[src/rtl/tile_writeback_pkg.sv]
// Shared tile geometry, tile-RAM word addressing and writeback FSM state type.
package raster_pkg;

  localparam int unsigned TILE_W       = 32;
  localparam int unsigned TILE_H       = 32;
  localparam int unsigned PIX_PER_WORD = 4;
  localparam int unsigned WORD_W       = 64;
  localparam int unsigned TILE_WORDS   = TILE_W * TILE_H / PIX_PER_WORD;

  typedef struct packed {
    logic [4:0] y;
    logic [2:0] xw;
  } tile_addr_t;

  typedef enum logic [1:0] {
    WB_IDLE,
    WB_ROW,
    WB_DONE
  } wb_state_t;

  // Linear word index 0..255 maps directly onto {Y, X[4:2]}.
  function automatic tile_addr_t word_to_tile_addr(input logic [7:0] idx);
    return tile_addr_t'(idx);
  endfunction

endpackage

[src/rtl/tile_writeback_if.sv]
// Avalon-MM burst write bus between tile_writeback (master) and frame memory (slave).
interface tile_writeback_if;

  logic [31:0] avm_address;
  logic [3:0]  avm_burstcount;
  logic        avm_write;
  logic [63:0] avm_writedata;
  logic [7:0]  avm_byteenable;
  logic        avm_waitrequest;

  modport master (
    output avm_address,
    output avm_burstcount,
    output avm_write,
    output avm_writedata,
    output avm_byteenable,
    input  avm_waitrequest
  );

  modport slave (
    input  avm_address,
    input  avm_burstcount,
    input  avm_write,
    input  avm_writedata,
    input  avm_byteenable,
    output avm_waitrequest
  );

endinterface

[src/rtl/tile_writeback_fifo.sv]
// Small synchronous prefetch FIFO between the tile RAM read port and the burst writer.
module tile_prefetch_fifo
  import raster_pkg::*;
#(
  parameter int unsigned DEPTH = 4,
  parameter int unsigned WIDTH = WORD_W
) (
  input  logic                     clk,
  input  logic                     rst_n,
  input  logic                     push,
  input  logic [WIDTH-1:0]         wdata,
  input  logic                     pop,
  output logic [WIDTH-1:0]         rdata,
  output logic [$clog2(DEPTH):0]   count,
  output logic                     empty
);

  localparam int unsigned AW = $clog2(DEPTH);

  logic [WIDTH-1:0] mem [DEPTH];
  logic [AW-1:0]    wr_ptr;
  logic [AW-1:0]    rd_ptr;
  logic             full;
  logic             do_push;
  logic             do_pop;

  always_comb begin
    empty   = (count == '0);
    full    = (count == (AW+1)'(DEPTH));
    do_pop  = pop && !empty;
    do_push = push && (!full || do_pop);
    rdata   = mem[rd_ptr];
  end

  always_ff @(posedge clk or negedge rst_n) begin
    if (!rst_n) begin
      wr_ptr <= '0;
      rd_ptr <= '0;
      count  <= '0;
    end else begin
      if (do_push) wr_ptr <= wr_ptr + 1'b1;
      if (do_pop)  rd_ptr <= rd_ptr + 1'b1;
      case ({do_push, do_pop})
        2'b10:   count <= count + 1'b1;
        2'b01:   count <= count - 1'b1;
        default: count <= count;
      endcase
    end
  end

  always_ff @(posedge clk) begin
    if (do_push) mem[wr_ptr] <= wdata;
  end

endmodule

[src/rtl/tile_writeback.sv]
// Streams a finished 32x32 RGB565 tile from the tile RAM to the framebuffer,
// one Avalon-MM burst of 8 beats per tile row.
module tile_writeback
  import raster_pkg::*;
#(
  parameter int unsigned FB_STRIDE  = 1280,
  parameter int unsigned BURST_LEN  = 8,
  parameter int unsigned FIFO_DEPTH = 4
) (
  input  logic        clk,
  input  logic        rst_n,
  input  logic        start,
  input  logic [31:0] tile_base,
  output logic        busy,
  output logic        done,
  output logic [7:0]  ram_addr,
  output logic        ram_rden,
  input  logic [63:0] ram_q,
  tile_writeback_if.master avm
);

  localparam int unsigned CW = $clog2(FIFO_DEPTH) + 1;

  wb_state_t   state;
  tile_addr_t  rd_addr;
  logic [8:0]  rd_idx;
  logic        rden_d;
  logic [2:0]  beat;
  logic [4:0]  row;
  logic [31:0] row_addr;

  logic [CW-1:0] fifo_count;
  logic          fifo_empty;
  logic [63:0]   fifo_head;

  logic [CW:0] credit;
  logic        issue;
  logic        accept;
  logic        row_end;

  tile_prefetch_fifo #(
    .DEPTH (FIFO_DEPTH),
    .WIDTH (WORD_W)
  ) u_fifo (
    .clk   (clk),
    .rst_n (rst_n),
    .push  (rden_d),
    .wdata (ram_q),
    .pop   (accept),
    .rdata (fifo_head),
    .count (fifo_count),
    .empty (fifo_empty)
  );

  assign ram_addr            = rd_addr;
  assign avm.avm_address     = row_addr;
  assign avm.avm_burstcount  = 4'(BURST_LEN);
  assign avm.avm_write       = (state == WB_ROW) && !fifo_empty;
  assign avm.avm_writedata   = fifo_head;
  assign avm.avm_byteenable  = '1;

  // Credit counts words queued plus both read-pipeline stages, so a push never meets a full FIFO.
  always_comb begin
    credit  = (CW+1)'(fifo_count) + (CW+1)'(rden_d) + (CW+1)'(ram_rden);
    issue   = (state == WB_ROW) && (rd_idx != 9'(TILE_WORDS))
              && (credit < (CW+1)'(FIFO_DEPTH));
    accept  = avm.avm_write && !avm.avm_waitrequest;
    row_end = accept && (beat == 3'(BURST_LEN - 1));
  end

  always_ff @(posedge clk or negedge rst_n) begin
    if (!rst_n) begin
      state    <= WB_IDLE;
      busy     <= 1'b0;
      done     <= 1'b0;
      ram_rden <= 1'b0;
      rd_addr  <= '0;
      rd_idx   <= '0;
      rden_d   <= 1'b0;
      beat     <= '0;
      row      <= '0;
      row_addr <= '0;
    end else begin
      rden_d   <= ram_rden;
      ram_rden <= 1'b0;
      done     <= 1'b0;
      case (state)
        WB_IDLE: begin
          if (start) begin
            // First read issues alongside start acceptance to hide one cycle of latency.
            state    <= WB_ROW;
            busy     <= 1'b1;
            row_addr <= tile_base & ~32'h7;
            beat     <= '0;
            row      <= '0;
            ram_rden <= 1'b1;
            rd_addr  <= word_to_tile_addr(8'd0);
            rd_idx   <= 9'd1;
          end
        end
        WB_ROW: begin
          if (issue) begin
            ram_rden <= 1'b1;
            rd_addr  <= word_to_tile_addr(rd_idx[7:0]);
            rd_idx   <= rd_idx + 9'd1;
          end
          if (accept) beat <= beat + 3'd1;
          if (row_end) begin
            row_addr <= row_addr + 32'(FB_STRIDE);
            row      <= row + 5'd1;
            if (row == 5'(TILE_H - 1)) begin
              state <= WB_DONE;
              done  <= 1'b1;
            end
          end
        end
        WB_DONE: begin
          state <= WB_IDLE;
          busy  <= 1'b0;
        end
        default: begin
          state <= WB_IDLE;
          busy  <= 1'b0;
        end
      endcase
    end
  end

endmodule
[src/flat_wrapper.sv]
// flat-port wrapper written by rule: the top's interface ports become plain ports
module tile_writeback_flat import raster_pkg::*;
#(
  parameter int unsigned FB_STRIDE  = 1280,
  parameter int unsigned BURST_LEN  = 8,
  parameter int unsigned FIFO_DEPTH = 4
)
  (clk, rst_n, start, tile_base, busy, done, ram_addr, ram_rden, ram_q, avm_avm_address, avm_avm_burstcount, avm_avm_write, avm_avm_writedata, avm_avm_byteenable, avm_avm_waitrequest);
  tile_writeback_if avm_i ();
  input  logic clk;
  input  logic rst_n;
  input  logic start;
  input  logic [31:0] tile_base;
  output logic busy;
  output logic done;
  output logic [7:0] ram_addr;
  output logic ram_rden;
  input  logic [63:0] ram_q;
  output wire logic [$bits(avm_i.avm_address)-1:0] avm_avm_address;
  output wire logic [$bits(avm_i.avm_burstcount)-1:0] avm_avm_burstcount;
  output wire logic [$bits(avm_i.avm_write)-1:0] avm_avm_write;
  output wire logic [$bits(avm_i.avm_writedata)-1:0] avm_avm_writedata;
  output wire logic [$bits(avm_i.avm_byteenable)-1:0] avm_avm_byteenable;
  input wire logic [$bits(avm_i.avm_waitrequest)-1:0] avm_avm_waitrequest;
  assign avm_avm_address = avm_i.avm_address;
  assign avm_avm_burstcount = avm_i.avm_burstcount;
  assign avm_avm_write = avm_i.avm_write;
  assign avm_avm_writedata = avm_i.avm_writedata;
  assign avm_avm_byteenable = avm_i.avm_byteenable;
  assign avm_i.avm_waitrequest = avm_avm_waitrequest;
  tile_writeback #(.FB_STRIDE(FB_STRIDE), .BURST_LEN(BURST_LEN), .FIFO_DEPTH(FIFO_DEPTH)) u_core (.clk(clk), .rst_n(rst_n), .start(start), .tile_base(tile_base), .busy(busy), .done(done), .ram_addr(ram_addr), .ram_rden(ram_rden), .ram_q(ram_q), .avm(avm_i));
endmodule
[config.mk]
export PLATFORM = sky130hd
export DESIGN_NAME = tile_writeback_flat
export DESIGN_NICKNAME = d
export VERILOG_FILES = /design/src/rtl/tile_writeback_pkg.sv /design/src/rtl/tile_writeback_if.sv /design/src/rtl/tile_writeback_fifo.sv /design/src/rtl/tile_writeback.sv /design/src/flat_wrapper.sv
export SDC_FILE = /design/constraint.sdc
export NUM_CORES = 1
export LEC_CHECK = 0
export ABC_CLOCK_PERIOD_IN_PS = 3800
export CAP_MARGIN = 0
export CORE_UTILIZATION = 45
export DETAILED_ROUTE_END_ITERATION = 16
export PLACE_DENSITY_LB_ADDON = 0.3
export SLEW_MARGIN = 20
export SYNTH_ARGS = -nofsm -noshare
export SYNTH_HDL_FRONTEND = slang
export SYNTH_SLANG_ARGS = --single-unit
[constraint.sdc]
create_clock -name clk -period 3.8 [get_ports clk]
set_clock_uncertainty 0.05 [all_clocks]
set_input_delay 1.14 -clock clk [delete_from_list [all_inputs] [get_ports clk]]
set_output_delay 1.14 -clock clk [all_outputs]
set_load 0.1 [all_outputs]
Yosys cells after proc, flatten, opt, wreduce, memory -nomap -nowiden
Memories as Yosys holds them, arrays and structs flattened. Index checks and enable logic that the tools add are counted.

Register bits after elaboration: 70. RAM bits: 256. Input bits: 100. Logic and storage cells: 89. Memories: 1.

Memory list: u_core.u_fifo.mem (words 4, bits a word 64, read ports 1, clocked after Yosys merged registers in 0, wr ports 1, RTL line tile_writeback_fifo.sv:20) `logic [WIDTH-1:0] mem [DEPTH];`.

Add/sub/neg operators: 10. Order comparisons: 1. Equal/unequal tests: 12. Muxes and demuxes: 30. Bitwise gates (word level): 1. Reduce and logical (&&, ||, !) cells: 20.

Operators by type and width (count): 32-bit 2-to-1 mux (2); 32-bit case mux with 2 select lines (1); 32-bit by 11-bit adder with 32-bit output (second input constant) (1); 9-bit 2-to-1 mux (2); 9-bit case mux with 2 select lines (1); 8-bit 2-to-1 mux (2); 8-bit case mux with 2 select lines (1); 3-bit case mux with 2 select lines (2); 3-bit AND reduction (4); 5-bit 2-to-1 mux (2); 5-bit case mux with 2 select lines (1); 9-bit by 1-bit adder with 9-bit output (second input constant) (1); 9-bit != test (second input constant) (1); 1-bit 2-to-1 mux (8); 1-bit logical AND (7); 3-bit by 1-bit adder with 3-bit output (second input constant) (2); 3-bit == test (second input constant) (2); 2-bit 2-to-1 mux (3); 3-bit 2-to-1 mux (2); 2-bit != test (second input constant) (3); 5-bit by 1-bit adder with 5-bit output (second input constant) (1); 5-bit == test (second input constant) (1); 2-bit by 1-bit adder with 2-bit output (second input constant) (2); 3-bit by 1-bit adder with 4-bit output (1); 15 further kinds (21).

Logic depth before layout (Yosys ltp)
Gate-level depths: netlist of the first run.

Depth after elaboration: 9. Depth in mapped cells: 9. Gate-level depth less buffers: 9.

Hierarchy
From an unflattened synthesis of the first run, not the netlist that was laid out.

Cell total of the unflattened synthesis: 761. Area, all modules: 13162.6 um2.

Modules (own cells, without submodules): tile_prefetch_fifo (instances 1, cells each 385, area each 9711.8 um2); tile_writeback (instances 1, cells each 376, area each 3450.8 um2).

Least setup slack after synthesis of the first run
Ideal clock, no wire load.

Kind: input port to flip-flop. From: in avm_avm_waitrequest. To: mem u_core.u_fifo.mem[0][0] (netlist bit), enable pin. Library setup time: 0.429 ns. Arrival: 3.518 ns. Required time: 3.321 ns. Setup slack: -0.196 ns. Stages on the path: 4. Path buffers: 1. Cell sequence: or3_1 buf_2 a31oi_4 and2_1.

Cells in the longest elaborated chain, start to end: 7.

RTL lines: start, declared (RTL line flat_wrapper.sv:24) `input wire logic [$bits(avm_i.avm_waitrequest)-1:0] avm_avm_waitrequest;`; 1-bit logical NOT (RTL line tile_writeback.sv:67) `accept = avm.avm_write && !avm.avm_waitrequest;`; 1-bit logical AND (RTL line tile_writeback.sv:67); 1-bit logical AND (RTL line tile_writeback_fifo.sv:30) `do_pop = pop && !empty;`; 1-bit logical OR (RTL line tile_writeback_fifo.sv:31) `do_push = push && (!full || do_pop);`; 1-bit logical AND (RTL line tile_writeback_fifo.sv:31); 1-bit 2-to-1 mux (RTL line tile_writeback_fifo.sv:52) `if (do_push) mem[wr_ptr] <= wdata;`; 1-bit 2-to-1 mux (not written as such) (RTL line tile_writeback_fifo.sv:52); end, declared (RTL line tile_writeback_fifo.sv:20).

No other way between the ends.

Final worst setup path of the first run
From: reg u_core.u_fifo.rd_ptr[0]. To: out avm_avm_writedata[10].

Cells in the longest elaborated chain, start to end: 1.

RTL lines: start, declared (RTL line tile_writeback_fifo.sv:22) `logic [AW-1:0] rd_ptr;`; start signal, assigned (RTL line tile_writeback_fifo.sv:42) `if (do_pop) rd_ptr <= rd_ptr + 1'b1;`; memory 4 x 64 bit; end, declared (RTL line flat_wrapper.sv:22) `output wire logic [$bits(avm_i.avm_writedata)-1:0] avm_avm_writedata;`.

No other way between the ends.

==> results of run 1 <==
final timing paths:
path	start	endpoint	slack [ns]
setup / recovery	u_core.u_fifo.rd_ptr[0]	avm_avm_writedata[10]	0.40
hold / removal	u_core.ram_rden	u_core.rden_d	0.37
setup reg to reg	u_core.state[1]	u_core.u_fifo.count[1]	1.30
hold reg to reg	u_core.ram_rden	u_core.rden_d	0.37
max in group asynchronous	rst_n	u_core.avm.avm_address[26]	2.39
min in group asynchronous	rst_n	u_core.ram_addr[1]	0.65
critical path, stage by stage (launching register included):
cell,delay (ns)
dfrtp_4,0.57
buf_4,0.32
mux4_2,0.55
buf_4,0.25
per-layer routing:
| layer | vias up | wire, um | share of wire [%] | track usage [%] |
|---|---|---|---|---|
| met5 | - | 0 | 0 | 0 |
| met4 | 0 | 370 | 1.4 | 4.93 |
| met3 | 31 | 1910 | 7.4 | 4.58 |
| met2 | 229 | 12500 | 48 | 29.1 |
| met1 | 3623 | 11100 | 43 | 24.0 |
| li1 | 3322 | - | - | - |
registers in the layout, summed over array words and instances (netlist names):
name and cells:
u_core.u_fifo.rd_ptr 2, u_core.u_fifo.mem 256, u_core.ram_addr 8, u_core.beat 3
u_core.u_fifo.count 3, u_core.state 2, u_core.u_fifo.wr_ptr 2, u_core.done 1
u_core.rden_d 1, u_core.avm.avm_address 29, u_core.ram_rden 1, u_core.busy 1
u_core.rd_idx 9, u_core.row 5
cells in the mapped netlist (4+ instances only):
cell type | instances | area (um^2)
a211oi_1 | 4 | 30.0
a21oi_1 | 22 | 110
a22o_1 | 4 | 35.0
a31oi_1 | 4 | 25.0
and2_1 | 8 | 50.1
and3_1 | 4 | 25.0
buf_1 | 4 | 15.0
buf_2 | 12 | 60.1
buf_4 | 15 | 113
clkbuf_1 | 16 | 60.1
dfrtp_1 | 67 | 1680
edfxtp_1 | 256 | 7690
ha_1 | 12 | 150
inv_1 | 11 | 41.3
mux4_2 | 64 | 1440
nand2_1 | 67 | 251
nand3_1 | 14 | 70.1
nand4_1 | 11 | 68.8
nor2_1 | 36 | 135
nor3_1 | 5 | 25.0
o211ai_1 | 4 | 30.0
o21ai_0 | 20 | 100
o21ai_1 | 9 | 45.0
o32ai_1 | 5 | 43.8
xnor2_1 | 4 | 35.0
xor2_1 | 6 | 52.6
cells by family after synthesis:
family,Yosys count
simple gates,169
xor+xnor,10
flops,323
mux,67
buf+inv,59
other cells,2
compound gates,93
fa+ha+maj,13
final cells by class:
class | instances | area share [%]
Clock buffer | 49 | 5.99
Multi-Input combinational cell | 367 | 20.0
Clock inverter | 11 | 0.405
Timing Repair Buffer | 229 | 13.2
Sequential cell | 323 | 57.3
Antenna cell | 1 | 0.0153
Tap cell | 378 | 2.89
Inverter | 12 | 0.275
per-stage QoR:
stage                     hold slack, ns  area (um^2)  util (%)
after floorplan                    0.417        12900         -
after global placement             0.357        15300      54.8
after detailed placement           0.357        15300      54.8
after CTS                          0.372        16400      58.6
after global routing               0.386        16400      58.6
final                              0.366        16400      58.6
==> impl_metrics.env, run 1 <==
export IMPL_synth_avg_cell_area_um2=17.5
export IMPL_drcViolationCount=0
export IMPL_ctsHtreeMaxLevel=2
export IMPL_cts_buffers=35
export IMPL_drive_above_1_share_pct=26.2
export IMPL_tns_ns=0
export IMPL_synth_adder_area_share_pct=1.32
export IMPL_synth_xor_area_share_pct=0.680
export IMPL_clock_path_buffers=3
export IMPL_synth_edf_count=256
export IMPL_maxSlewHeadroom_pct=38.4
export IMPL_clock_sinks=323
export IMPL_initial_utilization_pct=46.1
export IMPL_status="complete, no violations"
export IMPL_final_min_clock_period_ns=3.40
export IMPL_firstDrtPassIters=5
export IMPL_arrival_ns=2.21
export IMPL_layout_commonest_cell="edfxtp_1"
export IMPL_grtUsageTotal_pct=17.9
export IMPL_setup_viol=0
export IMPL_grt_pass1_wl_mm=40.3
export IMPL_synth_cells=736
export IMPL_drtIter0Drc=418
export IMPL_fillers=2162
export IMPL_nets=1081
export IMPL_rsz0062_at_grt="no"
export IMPL_antenna_found_initial=1
export IMPL_row_count=61
export IMPL_cts_resized_gates=0
export IMPL_critPathLaunchType="register"
export IMPL_die_w_um=171
export IMPL_cp_end_kind="output pin"
export IMPL_synth_mux_area_share_pct=11.4
export IMPL_ys_ff_latch=323
export IMPL_maxCapViolCount=0
export IMPL_multi_input_area_mm2=0.00327
export IMPL_setup_ws_ns=0.399
export IMPL_dp_final_hpwl_mm=16.4
export IMPL_io_buffers=201
export IMPL_seq_area_frac_synth_pct=72.8
export IMPL_final_cell_mix="edfxtp_1, buf_4, clkdlybuf4s50_1"
export IMPL_fin_cells=1370
export IMPL_grt_max_degree=54
export IMPL_clock_fmax_ghz=0.294
export IMPL_boundaryPins=220
export IMPL_worstPathRequired_ns=2.61
export IMPL_grt_pass1_vias=7265
export IMPL_synthArstFlopShare_pct=20.7
export IMPL_finalHoldViolCount=0
export IMPL_hp_class="reg -> reg"
export IMPL_seq_area_mm2=0.00937
export IMPL_clk_pin_slew_ns=0.06
export IMPL_synth_warnings=0
export IMPL_synthToLayoutAreaGrowth_pct=27.1
export IMPL_yosysUniqueCellTypes=61
export IMPL_hold_buffers=0
export IMPL_dr_total_vias=7205
export IMPL_synth_compound_area_share_pct=4.75
export IMPL_wirelength_mm=25.8
export IMPL_critPathMaxFanout=12
export IMPL_synth_simple_area_share_pct=6.73
export IMPL_whs_path_depth=0
export IMPL_post_place_ws_ns=0.333
export IMPL_coreArea_mm2=0.0279
export IMPL_die_h_um=171
export IMPL_synthFlopType="edfxtp_1"
export IMPL_worst_slew_pin_slew_ns=0.924
export IMPL_cts_tree="yes"
export IMPL_routabilityCongestion=0.808
export IMPL_place_inst=1309
export IMPL_clockRootBuffer="clkbuf_16"
export IMPL_synth_area_mm2=0.0129
export IMPL_viasPerCell=5.26
export IMPL_reg2reg_depth=9
export IMPL_maxSlewViolCount=0
export IMPL_critPathKind="reg -> out"
export IMPL_antenna_left=0
export IMPL_cts_setup_buffers=0
export IMPL_clk_latency_ns=0.50
export IMPL_wire_per_inst_um=18.9
export IMPL_dieArea_mm2=0.0293
export IMPL_overflow=0
export IMPL_timing_final_crit_share_pct=89.5
export IMPL_synth_top_family_by_area="multiplexers"
Power of run 1 is not shown: default switching activity piles up to over one toggle a cycle in this logic, so the estimate is an artifact.
==> run 2: changes to the inputs <==
- ABC_CLOCK_PERIOD_IN_PS: 3800 -> 3150
- CTS_CLUSTER_SIZE: not set -> 28
- clock period: 3.8 -> 3.15 ns (I/O delays scaled with it)
==> run 2 against run 1 <==
Count of clock-buffer cells in the layout down 2. Die area unchanged. Core utilization up 3.0 points. First-iteration DRC count up 23%. Flip-flop and latch count unchanged. Register-to-register slack worse by 0.48 ns. Non-clock buffer count up 7. Critical path depth unchanged. Setup slack worse by 0.30 ns. Via count up 1.2%. Critical endpoint is now avm_avm_writedata[63]. Highest routed layer unchanged.
==> impl_metrics.env, run 2 (same netlist as run 1, synthesis figures left out) <==
export IMPL_top_register="u_core.u_fifo.mem"
export IMPL_maxSlewHeadroom_pct=56.8
export IMPL_finalHoldViolCount=0
export IMPL_io_buffers=201
export IMPL_initial_utilization_pct=46.1
export IMPL_die_h_um=171
export IMPL_worst_slew_pin_slew_ns=0.648
export IMPL_grtUsageTotal_pct=18.3
export IMPL_drive_above_1_share_pct=26.6
export IMPL_layout_commonest_cell="edfxtp_1"
export IMPL_cts_tree="yes"
export IMPL_grt_pass1_vias=7393
export IMPL_clock_path_buffers=3
export IMPL_largest_reg_flops=256
export IMPL_viasPerCell=5.29
export IMPL_drcViolationCount=0
export IMPL_clk_pin_slew_ns=0.06
export IMPL_firstDrtPassIters=4
export IMPL_nets=1087
export IMPL_antenna_found_initial=0
export IMPL_critPathKind="reg -> out"
export IMPL_antenna_left=0
export IMPL_cp_slowest_stage_delay_ns=0.59
export IMPL_rsz0062_at_grt="no"
export IMPL_wirelength_mm=26.1
export IMPL_final_min_clock_period_ns=3.05
export IMPL_clock_fmax_ghz=0.328
export IMPL_routabilityCongestion=0.812
export IMPL_critPathLaunchType="register"
export IMPL_antenna_cells=0
export IMPL_die_w_um=171
export IMPL_cts_buffers=34
export IMPL_crit_path_frequent_cell="buf_12"
export IMPL_arrival_ns=2.06
export IMPL_clk_latency_ns=0.51
export IMPL_boundaryPins=220
export IMPL_ctsHtreeMaxLevel=2
export IMPL_maxCapViolCount=0
export IMPL_drtIter0Drc=514
export IMPL_coreArea_mm2=0.0279
export IMPL_row_count=61
export IMPL_grt_max_degree=68
export IMPL_clockRootBuffer="clkbuf_16"
export IMPL_synthToLayoutAreaGrowth_pct=33.5
export IMPL_status="complete, no violations"
export IMPL_setup_viol=0
export IMPL_dp_final_hpwl_mm=16.6
export IMPL_cp_end_kind="output pin"
export IMPL_grt_pass1_wl_mm=41.1
export IMPL_worstPathRequired_ns=2.15
export IMPL_tns_ns=0
export IMPL_crit_slowest_cell="mux4_2"
export IMPL_hp_class="in -> async"
export IMPL_final_cell_mix="edfxtp_1, clkdlybuf4s50_1, buf_12"
export IMPL_overflow=0
export IMPL_path_cells="buf_12, mux4_2, buf_12"
export IMPL_dr_total_vias=7290
export IMPL_wire_per_inst_um=19.0
export IMPL_dieArea_mm2=0.0293
export IMPL_timing_final_crit_share_pct=96.8
export IMPL_maxSlewViolCount=0
export IMPL_critPathMaxFanout=21
export IMPL_clock_sinks=323
run 2: worst paths after layout:
path | from | end | slack [ns] | cells after the start
setup / recovery | u_core.u_fifo.rd_ptr[0] | avm_avm_writedata[63] | 0.1 | 3
hold / removal | rst_n | u_core.ram_addr[5] | 0.40 | 2
setup reg to reg | u_core.state[1] | u_core.u_fifo.count[1] | 0.82 | 9
hold reg to reg | u_core.ram_rden | u_core.rden_d | 0.40 | 0
max in group asynchronous | rst_n | u_core.u_fifo.rd_ptr[0] | 2.33 | 2
min in group clk | u_core.ram_rden | u_core.rden_d | 0.40 | 0
run 2: layer usage:
| layer | vias up | GRT usage (%) | share of wire [%] |
|---|---|---|---|
| met5 | - | 0 | 0 |
| li1 | 3343 | - | - |
| met1 | 3668 | 25.2 | 44 |
| met3 | 40 | 3.68 | 6.3 |
| met2 | 239 | 29.7 | 48 |
| met4 | 0 | 5.36 | 2.0 |
run 2: critical path, delay by kind of cell (launching register included):
kind | cells | cell delay, ns
flip-flops | 1 | 0.52
buffers and inverters | 2 | 0.44
multiplexers | 1 | 0.59
run 2: per-stage QoR:
stage          instance area, um^2  setup WS [ns]  std cells  hold WS, ns  util [%]
6_report                     17200         0.0993       1377        0.396      61.5
4_1_cts                      17200         0.0504       1377        0.400      61.5
5_1_grt                      17200         0.0172       1377        0.413      61.5
3_3_place_gp                 16100         0.0496       1314        0.384      57.8
3_5_place_dp                 16100         0.0540       1314        0.382      57.8
2_1_floorplan                12900         0.0431        749        0.417         -
run 2: cell type report:
class | count | area [um^2]
clock buffers | 47 | 941
fillers | 2079 | 10700
well taps | 378 | 473
flip-flops and latches | 323 | 9370
multi-input cells | 367 | 3270
inverters | 12 | 45.0
clock inverters | 14 | 93.8
repair buffers | 236 | 3000
run 2: what timing repair did:
item                                    CTS  global route
hold buffers                              0             0
endpoints found under the setup margin   54             0
buffers inserted                          2             0
gates resized for setup                   0             0
Power of run 2 is left out for the same reason.
==> run 3: changes to the inputs <==
- CORE_UTILIZATION: 45 -> 25
- CTS_BUF_LIST: not set -> sky130_fd_sc_hd__clkbuf_8
==> run 3 against run 2 <==
The flow now finishes with violations (setup timing). Via count grew 3.1%. Count of clock-buffer cells in the layout grew 15. Design area grew 4.1%. Register-to-register slack lost 0.05 ns. Setup slack lost 0.12 ns. Worst hold slack lost 0.18 ns. Core utilization shrank 26 points. Final cell count grew 26%. Non-clock buffer count grew 17. Routed wire length grew 18%. Critical path depth grew 1. First-iteration DRC count shrank 32%. Critical path type unchanged. Largest cell class unchanged. Highest routed layer is now met5.
==> impl_metrics.env, run 3 (same netlist as run 1, synthesis figures left out) <==
export IMPL_status="finished with violations"
export IMPL_violations="setup timing"
export IMPL_worst_slew_pin_slew_ns=0.954
export IMPL_setup_viol=4
export IMPL_io_buffers=201
export IMPL_viasPerCell=4.33
export IMPL_cpLargestDelayFamily="multiplexers"
export IMPL_cp_num_cells=4
export IMPL_firstDrtPassIters=5
export IMPL_setup_ws_ns=-0.0171
export IMPL_met2_wirelength_mm=14.6
export IMPL_timing_final_crit_share_pct=101
export IMPL_clock_fmax_ghz=0.316
export IMPL_routed_top_layer="met5"
export IMPL_cts_tree="yes"
export IMPL_clk_pin_slew_ns=0.07
export IMPL_wirelength_mm=30.8
export IMPL_dr_wl_met3_mm=2.37
export IMPL_nets=1128
export IMPL_final_min_clock_period_ns=3.17
export IMPL_cts_buffers=58
export IMPL_coreArea_mm2=0.0505
export IMPL_boundaryPins=220
export IMPL_rsz0062_at_grt="yes"
export IMPL_maxCapViolCount=0
export IMPL_drive_above_1_share_pct=29.5
export IMPL_grtUsageTotal_pct=11.6
export IMPL_clock_path_buffers=3
export IMPL_path_cells="buf_12, buf_6, mux4_2, buf_12"
export IMPL_arrival_ns=2.17
export IMPL_die_h_um=229
export IMPL_finalHoldViolCount=0
export IMPL_critPathBufInv=3
export IMPL_synthToLayoutAreaGrowth_pct=39.0
export IMPL_grt_max_degree=41
export IMPL_maxSlewHeadroom_pct=36.4
export IMPL_drtIter0Drc=348
export IMPL_die_w_um=229
export IMPL_antenna_left=0
export IMPL_row_count=82
export IMPL_clockRootBuffer="clkbuf_8"
export IMPL_clock_sinks=323
export IMPL_top_register="u_core.u_fifo.mem"
export IMPL_tns_ns=-0.0367
export IMPL_grt_pass1_wl_mm=46.8
export IMPL_critPathLaunch="u_core.u_fifo.rd_ptr[0]"
export IMPL_final_cell_mix="edfxtp_1, clkdlybuf4s50_1, buf_12"
export IMPL_wl_met1_mm=13.1
export IMPL_dr_total_vias=7519
export IMPL_critPathLaunchType="register"
export IMPL_critPathKind="reg -> out"
export IMPL_crit_path_frequent_cell="buf_12"
export IMPL_grt_pass1_vias=8000
export IMPL_wire_per_inst_um=17.8
export IMPL_antenna_found_initial=4
export IMPL_dieArea_mm2=0.0524
export IMPL_cp_slowest_stage_delay_ns=0.57
export IMPL_largest_reg_flops=256
export IMPL_dp_final_hpwl_mm=19.7
export IMPL_hp_class="in -> async"
export IMPL_initial_utilization_pct=25.5
export IMPL_ctsHtreeMaxLevel=2
export IMPL_maxSlewViolCount=0
export IMPL_layout_commonest_cell="edfxtp_1"
export IMPL_routabilityCongestion=0.768
export IMPL_worstPathRequired_ns=2.15
export IMPL_antenna_cells=0
export IMPL_clk_latency_ns=0.63
export IMPL_drcViolationCount=0
export IMPL_overflow=0
export IMPL_r2r_start="u_core.state[1]"
export IMPL_critPathMaxFanout=9
export IMPL_reg2reg_depth=9
export IMPL_cp_end_kind="output pin"
export IMPL_crit_slowest_cell="mux4_2"
[run 3: per-layer routing]
metal,track usage [%],up-vias
li1,-,3442
met3,4.19,62
met4,3.60,6
met2,18.7,253
met1,14.6,3756
met5,0,-
[run 3: worst register-to-register path, cell delays in order (launching register included)]
cell and delay (ns):
dfrtp_1 0.44, nand2b_1 0.19, or3_1 0.38, nor2_1 0.14
inv_1 0.08, fa_1 0.54, nor2_1 0.05, a21oi_1 0.11
nor2_1 0.05, a221o_1 0.26
[run 3: worst paths after layout]
kind | end | slack, ns
min in group clk | u_core.rden_d | 0.41
min reg2reg | u_core.rden_d | 0.41
min | u_core.rd_idx[7] | 0.22
max reg2reg | u_core.u_fifo.count[1] | 0.77
max in group asynchronous | u_core.avm.avm_address[16] | 2.23
max | avm_avm_writedata[0] | -0.02
[run 3: metrics by stage]
stage	util [%]	worst slack (ns)	std cells	hold slack (ns)	instance area [um^2]
finish	35.4	-0.0171	1735	0.218	17900
global route	35.4	-0.124	1735	0.192	17900
detailed placement	32.8	-0.0270	1617	0.410	16600
global placement	32.8	-0.0361	1617	0.385	16600
CTS	35.2	-0.117	1730	0.157	17800
floorplan	-	0.0431	749	0.417	12900
[run 3: area by class of cell]
| type | count | area [um^2] |
|---|---|---|
| clock buffers | 62 | 853 |
| inverters | 12 | 45.0 |
| well taps | 672 | 841 |
| flip-flops and latches | 323 | 9370 |
| repair buffers | 253 | 3250 |
| multi-input cells | 367 | 3270 |
| clock inverters | 46 | 264 |
| fillers | 4847 | 32600 |
[run 3: what timing repair did]
| action | in CTS | in global routing |
|---|---|---|
| pin swaps | 0 | 0 |
| hold buffers | 0 | 0 |
| gates cloned | 1 | 3 |
| buffers inserted | 4 | 2 |
| gates resized for setup | 7 | 3 |
| setup endpoints to repair | 64 | 60 |
Power of run 3 is left out for the same reason.
